## src/rtl/data_memory_arbiter.sv

```systemverilog
// rtl/data_memory_arbiter.sv - round-robin arbiter and zero-fill sequencer for a shared DataMemory
//
// Purpose:
//   Shares one single-port DataMemory between NUM_REQ CGRA load/store PEs.
//   Each cycle at most one requester is granted, round-robin from rr_ptr.
//   Loads return data one cycle after the grant on a one-hot rsp_valid strobe.
//   A clear command sweeps addresses 0..MEMORY_SIZE-1 writing zero while
//   all requesters are held off.
//
// Optional build macro:
//   DATA_MEMORY_ARBITER_STATS_EN adds saturating stat_grants / stat_stalls counters.
//
// Ports:
//   clk, reset                  clock, asynchronous active-high reset
//   req_valid/req_ready         per-requester handshake (transfer on valid&ready)
//   req_write                   per-requester 1=store, 0=load
//   req_address, req_data       packed per-requester address / store data
//   rsp_valid, rsp_data         one-hot load response strobe and shared load data
//   clear_start                 pulse to start the zero-fill
//   clear_busy, clear_done      zero-fill in progress / one-cycle completion pulse
//   mem_address, mem_write,
//   mem_input_data              memory command
//   mem_output_data             registered memory read data (1-cycle latency)
//   stat_grants, stat_stalls    statistics (only with DATA_MEMORY_ARBITER_STATS_EN)

module data_memory_arbiter #(
  parameter int NUM_REQ       = 4,
  parameter int ADDRESS_WIDTH = 16,
  parameter int DATA_WIDTH    = 32,
  parameter int MEMORY_SIZE   = 1024
) (
  input  logic                             clk,
  input  logic                             reset,
  input  logic [NUM_REQ-1:0]               req_valid,
  output logic [NUM_REQ-1:0]               req_ready,
  input  logic [NUM_REQ-1:0]               req_write,
  input  logic [NUM_REQ*ADDRESS_WIDTH-1:0] req_address,
  input  logic [NUM_REQ*DATA_WIDTH-1:0]    req_data,
  output logic [NUM_REQ-1:0]               rsp_valid,
  output logic [DATA_WIDTH-1:0]            rsp_data,
  input  logic                             clear_start,
  output logic                             clear_busy,
  output logic                             clear_done,
  output logic [ADDRESS_WIDTH-1:0]         mem_address,
  output logic                             mem_write,
  output logic [DATA_WIDTH-1:0]            mem_input_data,
  input  logic [DATA_WIDTH-1:0]            mem_output_data
`ifdef DATA_MEMORY_ARBITER_STATS_EN
  ,
  output logic [31:0]                      stat_grants,
  output logic [31:0]                      stat_stalls
`endif
);

  localparam int PTR_W = (NUM_REQ > 1) ? $clog2(NUM_REQ) : 1;
  localparam logic [ADDRESS_WIDTH-1:0] CLEAR_LAST = ADDRESS_WIDTH'(MEMORY_SIZE - 1);

  typedef enum logic {
    IDLE,
    CLEAR
  } state_t;

  state_t                   state, state_d;
  logic [PTR_W-1:0]         rr_ptr, rr_ptr_d;
  logic [ADDRESS_WIDTH-1:0] clear_cnt, clear_cnt_d;
  logic [NUM_REQ-1:0]       rsp_valid_d;
  logic [NUM_REQ-1:0]       req_valid_eff;
  logic                     grant_found;
  logic [PTR_W-1:0]         grant_idx;
  logic [PTR_W-1:0]         grant_next;
  logic [PTR_W:0]           cand;
  logic                     grant_taken;

  // Requests are invisible while reset is held so nothing is granted or written.
  assign req_valid_eff = req_valid & {NUM_REQ{~reset}};

  // Load data is taken straight from the memory's output register.
  assign rsp_data = mem_output_data;

  // Round-robin search: first valid requester at or above rr_ptr, wrapping.
  always_comb begin
    grant_found = 1'b0;
    grant_idx   = '0;
    cand        = '0;
    for (int k = 0; k < NUM_REQ; k++) begin
      cand = {1'b0, rr_ptr} + (PTR_W+1)'(k);
      if (cand >= (PTR_W+1)'(NUM_REQ)) begin
        cand = cand - (PTR_W+1)'(NUM_REQ);
      end
      if (!grant_found && req_valid_eff[cand[PTR_W-1:0]]) begin
        grant_found = 1'b1;
        grant_idx   = cand[PTR_W-1:0];
      end
    end
  end

  assign grant_next = (grant_idx == PTR_W'(NUM_REQ - 1)) ? '0 : grant_idx + PTR_W'(1);

  always_comb begin
    state_d        = state;
    rr_ptr_d       = rr_ptr;
    clear_cnt_d    = clear_cnt;
    rsp_valid_d    = '0;
    req_ready      = '0;
    clear_busy     = 1'b0;
    clear_done     = 1'b0;
    mem_address    = '0;
    mem_write      = 1'b0;
    mem_input_data = '0;
    grant_taken    = 1'b0;
    case (state)
      IDLE: begin
        if (clear_start && !reset) begin
          // Clear wins over any pending request this cycle.
          state_d     = CLEAR;
          clear_cnt_d = '0;
        end else if (grant_found) begin
          grant_taken            = 1'b1;
          req_ready[grant_idx]   = 1'b1;
          mem_address            = req_address[grant_idx*ADDRESS_WIDTH +: ADDRESS_WIDTH];
          mem_write              = req_write[grant_idx];
          mem_input_data         = req_data[grant_idx*DATA_WIDTH +: DATA_WIDTH];
          rsp_valid_d[grant_idx] = ~req_write[grant_idx];
          rr_ptr_d               = grant_next;
        end
      end
      CLEAR: begin
        clear_busy  = 1'b1;
        mem_write   = 1'b1;
        mem_address = clear_cnt;
        if (clear_cnt == CLEAR_LAST) begin
          clear_done  = 1'b1;
          state_d     = IDLE;
          clear_cnt_d = '0;
        end else begin
          clear_cnt_d = clear_cnt + ADDRESS_WIDTH'(1);
        end
      end
      default: state_d = IDLE;
    endcase
  end

  always_ff @(posedge clk or posedge reset) begin
    if (reset) begin
      state     <= IDLE;
      rr_ptr    <= '0;
      clear_cnt <= '0;
      rsp_valid <= '0;
    end else begin
      state     <= state_d;
      rr_ptr    <= rr_ptr_d;
      clear_cnt <= clear_cnt_d;
      rsp_valid <= rsp_valid_d;
    end
  end

`ifdef DATA_MEMORY_ARBITER_STATS_EN
  logic stall;

  // A stall is any cycle where a valid requester goes unserved; during CLEAR
  // every valid requester is unserved.
  assign stall = (state == CLEAR) ? |req_valid : |(req_valid & ~req_ready);

  always_ff @(posedge clk or posedge reset) begin
    if (reset) begin
      stat_grants <= '0;
      stat_stalls <= '0;
    end else if (state == IDLE && clear_start) begin
      stat_grants <= '0;
      stat_stalls <= '0;
    end else begin
      if (grant_taken && stat_grants != '1) begin
        stat_grants <= stat_grants + 32'd1;
      end
      if (stall && stat_stalls != '1) begin
        stat_stalls <= stat_stalls + 32'd1;
      end
    end
  end
`endif

endmodule

```

## config.mk

```make
export PLATFORM = sky130hd
export DESIGN_NAME = data_memory_arbiter
export DESIGN_NICKNAME = d
export VERILOG_FILES = /design/src/rtl/data_memory_arbiter.sv
export SDC_FILE = /design/constraint.sdc
export NUM_CORES = 1
export LEC_CHECK = 0
export CAP_MARGIN = 5
export CORE_AREA = 4 4 126 128
export CTS_CLUSTER_SIZE = 30
export DETAILED_ROUTE_END_ITERATION = 16
export DIE_AREA = 0 0 130 132
export GPL_ROUTABILITY_DRIVEN = 1
export SLEW_MARGIN = 20
export SYNTH_ARGS = -nofsm -noshare
export SYNTH_HDL_FRONTEND = slang
export SYNTH_SLANG_ARGS = --single-unit
```

## constraint.sdc

```tcl
create_clock -name clk -period 4 [get_ports clk]
set_input_delay 0.8 -clock clk [delete_from_list [all_inputs] [get_ports clk]]
set_output_delay 0.8 -clock clk [all_outputs]
set_load 0.005 [all_outputs]
```

# --- Word level (Yosys, flattened, before mapping) ---
# Index checks and enable logic that the tools add are counted.
classes:
  add_sub_neg: 9
  n_mul: 0
  div: 0
  magnitude_cmp: 10
  eq_ne: 3
  shifts: 2
  mux: 49
  bitwise: 6
  reduce_logical: 10
op_table:
  columns: ["cell", "n"]
  rows:
  - ["$shiftx 128x8->32", 1]
  - ["$mux 32", 3]
  - ["$mux 16", 4]
  - ["$pmux 16 s2", 2]
  - ["$shiftx 64x7->16", 1]
  - ["$mux 4", 6]
  - ["$mux 2", 9]
  - ["$mux 1", 17]
  - ["$add 16x1->16 const B", 1]
  - ["$eq 16x10->1 const B", 1]
  - ["$lt 2x3->1 const B", 5]
  - ["$bmux 1 s2", 5]
  - ["$ge 3x3->1 const B", 3]
  - ["$and 4x4->4", 2]
  - ["$sub 2x1->2 const B", 4]
  - ["$add 2x2->3 const B", 2]
  - ["$logic_and 1x1->1", 5]
  - ["$logic_not 1->1", 4]
  - ["$not 1->1", 4]
  - ["$pmux 1 s2", 2]
  - ["$add 2x1->3 const B", 1]
  - ["$ge 2x3->1 const B", 1]
  - ["$reduce_and 3->1", 1]
  - ["$add 2x1->2 const B", 1]
  - ["other kinds (4)", 4]
totals:
  register_bits: 23
  latchBits: 0
  ram_bits: 0
  romBits: 0
  inputBits: 235
  output_inout_bits: 91
  wordCells: 93
  memories: 0

# --- Longest topological paths before layout ---
depth:
  ltp_word: 22
  ltp_mapped: 11
  depth_no_buf: 7

# --- Worst setup path before layout ---
# Ideal clock, no wire load.
synth_timing:
  path_kind: "input to output"
  startpoint: "input port reset"
  endpoint: "output port mem_address[10]"
  arrival_time_ns: 2.300
  t_required_ns: 3.200
  slack_ns: 0.900
  path_stages: 8
  cell_sequence: "buf_4 > inv_2 > a21o_1 > or3_1 > buf_2 > buf_2 > a221oi_2 > a21o_1"
synth_via:
  elab_chain_cells: 18
  word_cells_on_any_way: 30
  classes_between: "shift: 1; mux: 19; bitwise: 2; reduce/logical: 8"
synth_rtl:
  columns: ["item", "line_no", "text"]
  rows:
  - ["from (decl)", "33", "input logic reset,"]
  - ["$not 1->1", "75", "assign req_valid_eff = req_valid & {NUM_REQ{~reset}};"]
  - ["$and 4x4->4", "75", null]
  - ["$bmux 1 s2", "90", "if (!grant_found && req_valid_eff[cand[PTR_W-1:0]]) begin"]
  - ["$mux 1 (not written as such)", "90", null]
  - ["$mux 1", "90", null]
  - ["$logic_not 1->1", "90", null]
  - ["$logic_and 1x1->1", "90", null]
  - ["$mux 1", "90", null]
  - ["[... 2 more ...]", null, null]
  - ["$mux 1", "90", null]
  - ["$logic_not 1->1", "90", null]
  - ["$logic_and 1x1->1", "90", null]
  - ["$mux 2", "90", null]
  - ["$shiftx 64x7->16", "120", "mem_address = req_address[grant_idx*ADDRESS_WIDTH +: ADDRESS_WIDTH];"]
  - ["$mux 16", "117", "end else if (grant_found) begin"]
  - ["$mux 16 (*)", "113", "if (clear_start && !reset) begin"]
  - ["$pmux 16 s2 (*)", "111", "case (state)"]
  - ["to (decl)", "44", "output logic [ADDRESS_WIDTH-1:0] mem_address,"]
# Mark *: on every way between the ends. The rest lies on a longest branch, timed or not. The select of a mux whose other input is x is not followed.

# --- Final worst setup path ---
layout_timing:
  startpoint: "input port req_valid[3]"
  endpoint: "output port mem_input_data[24]"
layout_via:
  elab_chain_cells: 17
  word_cells_on_any_way: 27
  classes_between: "shift: 1; mux: 19; bitwise: 1; reduce/logical: 6"
layout_rtl:
  columns: ["item", "line_no", "text"]
  rows:
  - ["from (decl)", "34", "input logic [NUM_REQ-1:0] req_valid,"]
  - ["$and 4x4->4 (*)", "75", null]
  - ["$bmux 1 s2", "90", null]
  - ["$mux 1 (not written as such)", "90", null]
  - ["$mux 1", "90", null]
  - ["$logic_not 1->1", "90", null]
  - ["$logic_and 1x1->1", "90", null]
  - ["$mux 1", "90", null]
  - ["$logic_not 1->1", "90", null]
  - ["$logic_and 1x1->1", "90", null]
  - ["$mux 1", "90", null]
  - ["$logic_not 1->1", "90", null]
  - ["$logic_and 1x1->1", "90", null]
  - ["$mux 2", "90", null]
  - ["$shiftx 128x8->32", "122", "mem_input_data = req_data[grant_idx*DATA_WIDTH +: DATA_WIDTH];"]
  - ["$mux 32 (*)", "117", null]
  - ["$mux 32 (*)", "113", null]
  - ["$mux 32 (*)", "111", null]
  - ["to (decl)", "46", "output logic [DATA_WIDTH-1:0] mem_input_data,"]
# Marked as above.

==> qor.txt <==
Fillcell total: 1,498
Post-synth top flop: dfrtp_1
Yosys reg bits: 23
Final Hold Fails: 0
Multiplexer share of the synthesized area: 24.95%
RR Startpoint: clear_cnt[0]
Placed instance area: 0.006080 sq mm
Worst-path clk slew: 0.06 ns
First-pass iteration count of the detailed router: 4
Share of cells above drive strength 1: 12.11%
Critical path's slowest cell: clkdlybuf4s50_1
Post-synthesis compound-gate area fraction: 27.09%
CTS tree: done
Post-synthesis net count: 635
HPWL after DPL: 14,250 um
Total gr overflow: 0
RR Endpoint: clear_cnt[5]
Worst Setup SP: req_valid[3]
Most used cell, CP: buf_4
Final nets: 877
Clock sinks: 23
Final Cell Area: 0.006310 sq mm
Post-Synth Simple-Gate Area: 13.73%
Tmin final: 3.861 ns
Full die area: 0.01716 sq mm
Post-synthesis sequential area ratio: 17.21%
Crit-path cells: dlygate4sd2_1 -> buf_4 -> nor2b_1 -> o21a_1 -> o21ai_4 -> buf_8 -> clkbuf_2 -> buf_4 -> mux2i_1 -> o22ai_1 -> clkdlybuf4s50_1
Unique masters post-synth: 45
Longest Clk Path Bufs: 2
Die Width: 130 um
Outcome: complete, no violations
WP data required: 3.20 ns
Peak VDD IR: 0.1512 mV
Type of the most critical hold path: flip-flop to flip-flop
Detail Route Antenna Nets: 0
Largest family of logic cells by synthesized area: compound AO/OA/AOI/OAI gates
Final worst slack: 0.1389 ns
Max Slew Vio Count: 0
Worst-Margin Slew: 0.8519 ns
Antenna cell count: 0
Post-synth EDFFs: 0
Setup Crit Path Kind: primary input to primary output
GP Congestion: 0.8963
Relative max-transition margin: 43.09%
Cell Rows: 45
First DRT Iteration DRCs: 180
Vias: 4,080
CP endpoint kind: primary output
Clock tree root buffer cell: clkbuf_16
Power per cell area: 263.5 mW/mm^2
Total Wirelength: 16,920 um
IO buf count: 261
Count of hold-fix buffers inserted at cts: 0
Worst skew pair latency: 0.26 ns
Initial Util: 22.50%
Setup WS pre-CTS: -0.2397 ns
Final core occ: 42.45%
Die Y: 132 um
WHS: 0.5329 ns
Worst setup path end: mem_input_data[24]
Worst EP arrival: 3.06 ns
First-pass GRT wire length: 25,250 um
CTS Buf Count: 3
Setup-failing EPs final: 0
Vias in the first global route: 4,344
Ys async rst share: 100.0%
Fin crit share: 96.53%
DRC: 0
Core Region: 0.01486 sq mm
Leakage: 0.002933 uW
Post-Synth XOR/XNOR Area: 0.7856%
CTS H-tree depth: 1
Synth Area in Adders: 1.871%
Startpoint types: primary input
Max Cap Viol: 0
Initial antenna violation count: 0
Synth warn: 0
Max Fclk: 259.0 MHz
FF-to-FF path depth: 7
Worst-path maximum fanout: 6
Skew final: 0.006044 ns
GRT Total Usage: 18.61%
Slowest cell delay on critical path: 0.47 ns
R2R setup slack: 1.63 ns
Syn Area/Cell: 8.467 sq um
Maximum number of pins on one net before global-route repair: 34
Per-cell routed wire length: 20.53 um
Mapped Area: 0.003344 sq mm
Synth Instances: 395
Area growth from synthesis to layout: 88.66%
Ports: 326
DR vias/cell: 4.951
how the worst min path moves through the flow:
stage | to | slack, ns | from | cells after the start
4_1_cts | clear_cnt[15] | 0.52 | clear_cnt[15] | 1
2_1_floorplan | clear_cnt[15] | 0.48 | clear_cnt[15] | 1
3_5_place_dp | clear_cnt[15] | 0.51 | clear_cnt[15] | 1
3_3_place_gp | clear_cnt[15] | 0.50 | clear_cnt[15] | 1
6_report | clear_cnt[15] | 0.53 | clear_cnt[15] | 1
5_1_grt | clear_cnt[15] | 0.54 | clear_cnt[15] | 1
area by class of cell:
type | count | area (sq um) | area share (%)
timing repair buffer | 301 | 3069 | 48.64
clock buffer | 4 | 78.83 | 1.249
inverter | 5 | 23.77 | 0.3768
tap | 188 | 235.2 | 3.728
sequential | 23 | 575.6 | 9.122
multi-input combinational | 303 | 2327 | 36.88
state kept, by name, summed over array words and instances (netlist names):
name / flops
clear_cnt: 16
state: 1
rsp_valid: 4
rr_ptr: 2
through the flow:
step	instances	total power (uW)	TNS, ns
5_1_grt	824	1767	-0.003112
6_report	824	1662	0
3_5_place_dp	813	1375	-0.5630
3_3_place_gp	813	1356	-0.2955
4_1_cts	818	1621	0
2_1_floorplan	395	928.3	0
per-layer routing:
| metal | wire (um) | up-vias | GRT usage (%) |
|---|---|---|---|
| met5 | 0 | - | 0 |
| met4 | 129 | 0 | 2.483 |
| met3 | 1191 | 13 | 4.538 |
| met2 | 8912 | 182 | 33.58 |
| met1 | 6682 | 1954 | 22.72 |
| li1 | - | 1931 | - |
placed cells by master, fill, tap and decap left out, drive strengths merged, types with 2 or more instances in the layout:
cell type,n
xnor2,2
clkdlybuf4s50,252
dfrtp,23
nor2,11
ha,5
and2,6
a22o,3
nand4,3
nand3,4
mux2i,83
a21oi,21
and3,2
inv,5
nor3,4
nor4,2
a221oi,16
dlymetal6s2s,2
a31oi,6
nand2b,4
and4,2
a21o,19
o21ai,18
nand2,44
buf,36
o22ai,33
nor2b,6
clkbuf,7
dlygate4sd2,7
power by group:
part           internal [uW]  switching, uW  leakage [uW]
registers                288           88.3      0.000293
clock network            136           83.5     0.0000382
logic                    626            440       0.00260
Yosys cell counts, types with 2 or more instances:
library cell  number  area, sq um
nor4_2             2        25.02
and3_1             2        12.51
buf_4             42        315.3
nand2_1           43        161.4
o21ai_1            9        45.04
o21ai_0            9        45.04
ha_1               5        62.56
a221oi_2          13        195.2
nor3_1             3        15.01
nand3_1            4        20.02
a21o_1            19        142.6
and2_1             6        37.54
o22ai_1           33        206.5
inv_1              3        11.26
nor2_1            11        41.29
nand2b_1           4        25.02
buf_6              7        78.83
clkbuf_1           8        30.03
a31oi_1            6        37.54
a22o_1             3        26.28
nor2b_1            6        37.54
nand4_1            3        18.77
dfrtp_1           23        575.6
a221oi_1           3        26.28
buf_2              7        35.03
a21oi_2            8        70.07
a21oi_1           13        65.06
mux2i_1           82        820.8
xnor2_1            2        17.52
what timing repair did:
action / CTS / global route
pin swaps: 2 / 2
setup buffers: 0 / 4
setup endpoints to repair: 15 / 44
gates resized for setup: 12 / 7
gates cloned: 1 / 2
critical path, delay by kind of cell:
kind            cells  cell delay (ns)
simple gates        1             0.12
compound gates      3             0.50
mux                 1             0.28
buf+inv             6             1.33
cells by family after synthesis:
logic type               after synthesis
AO/OA/AOI/OAI                        121
XOR/XNOR                               3
adder cells (fa/ha/maj)                5
buffers and inverters                 69
flip-flops                            23
multiplexers                          83
AND/OR/NAND/NOR                       91
Power figures use the tool's default switching activity.
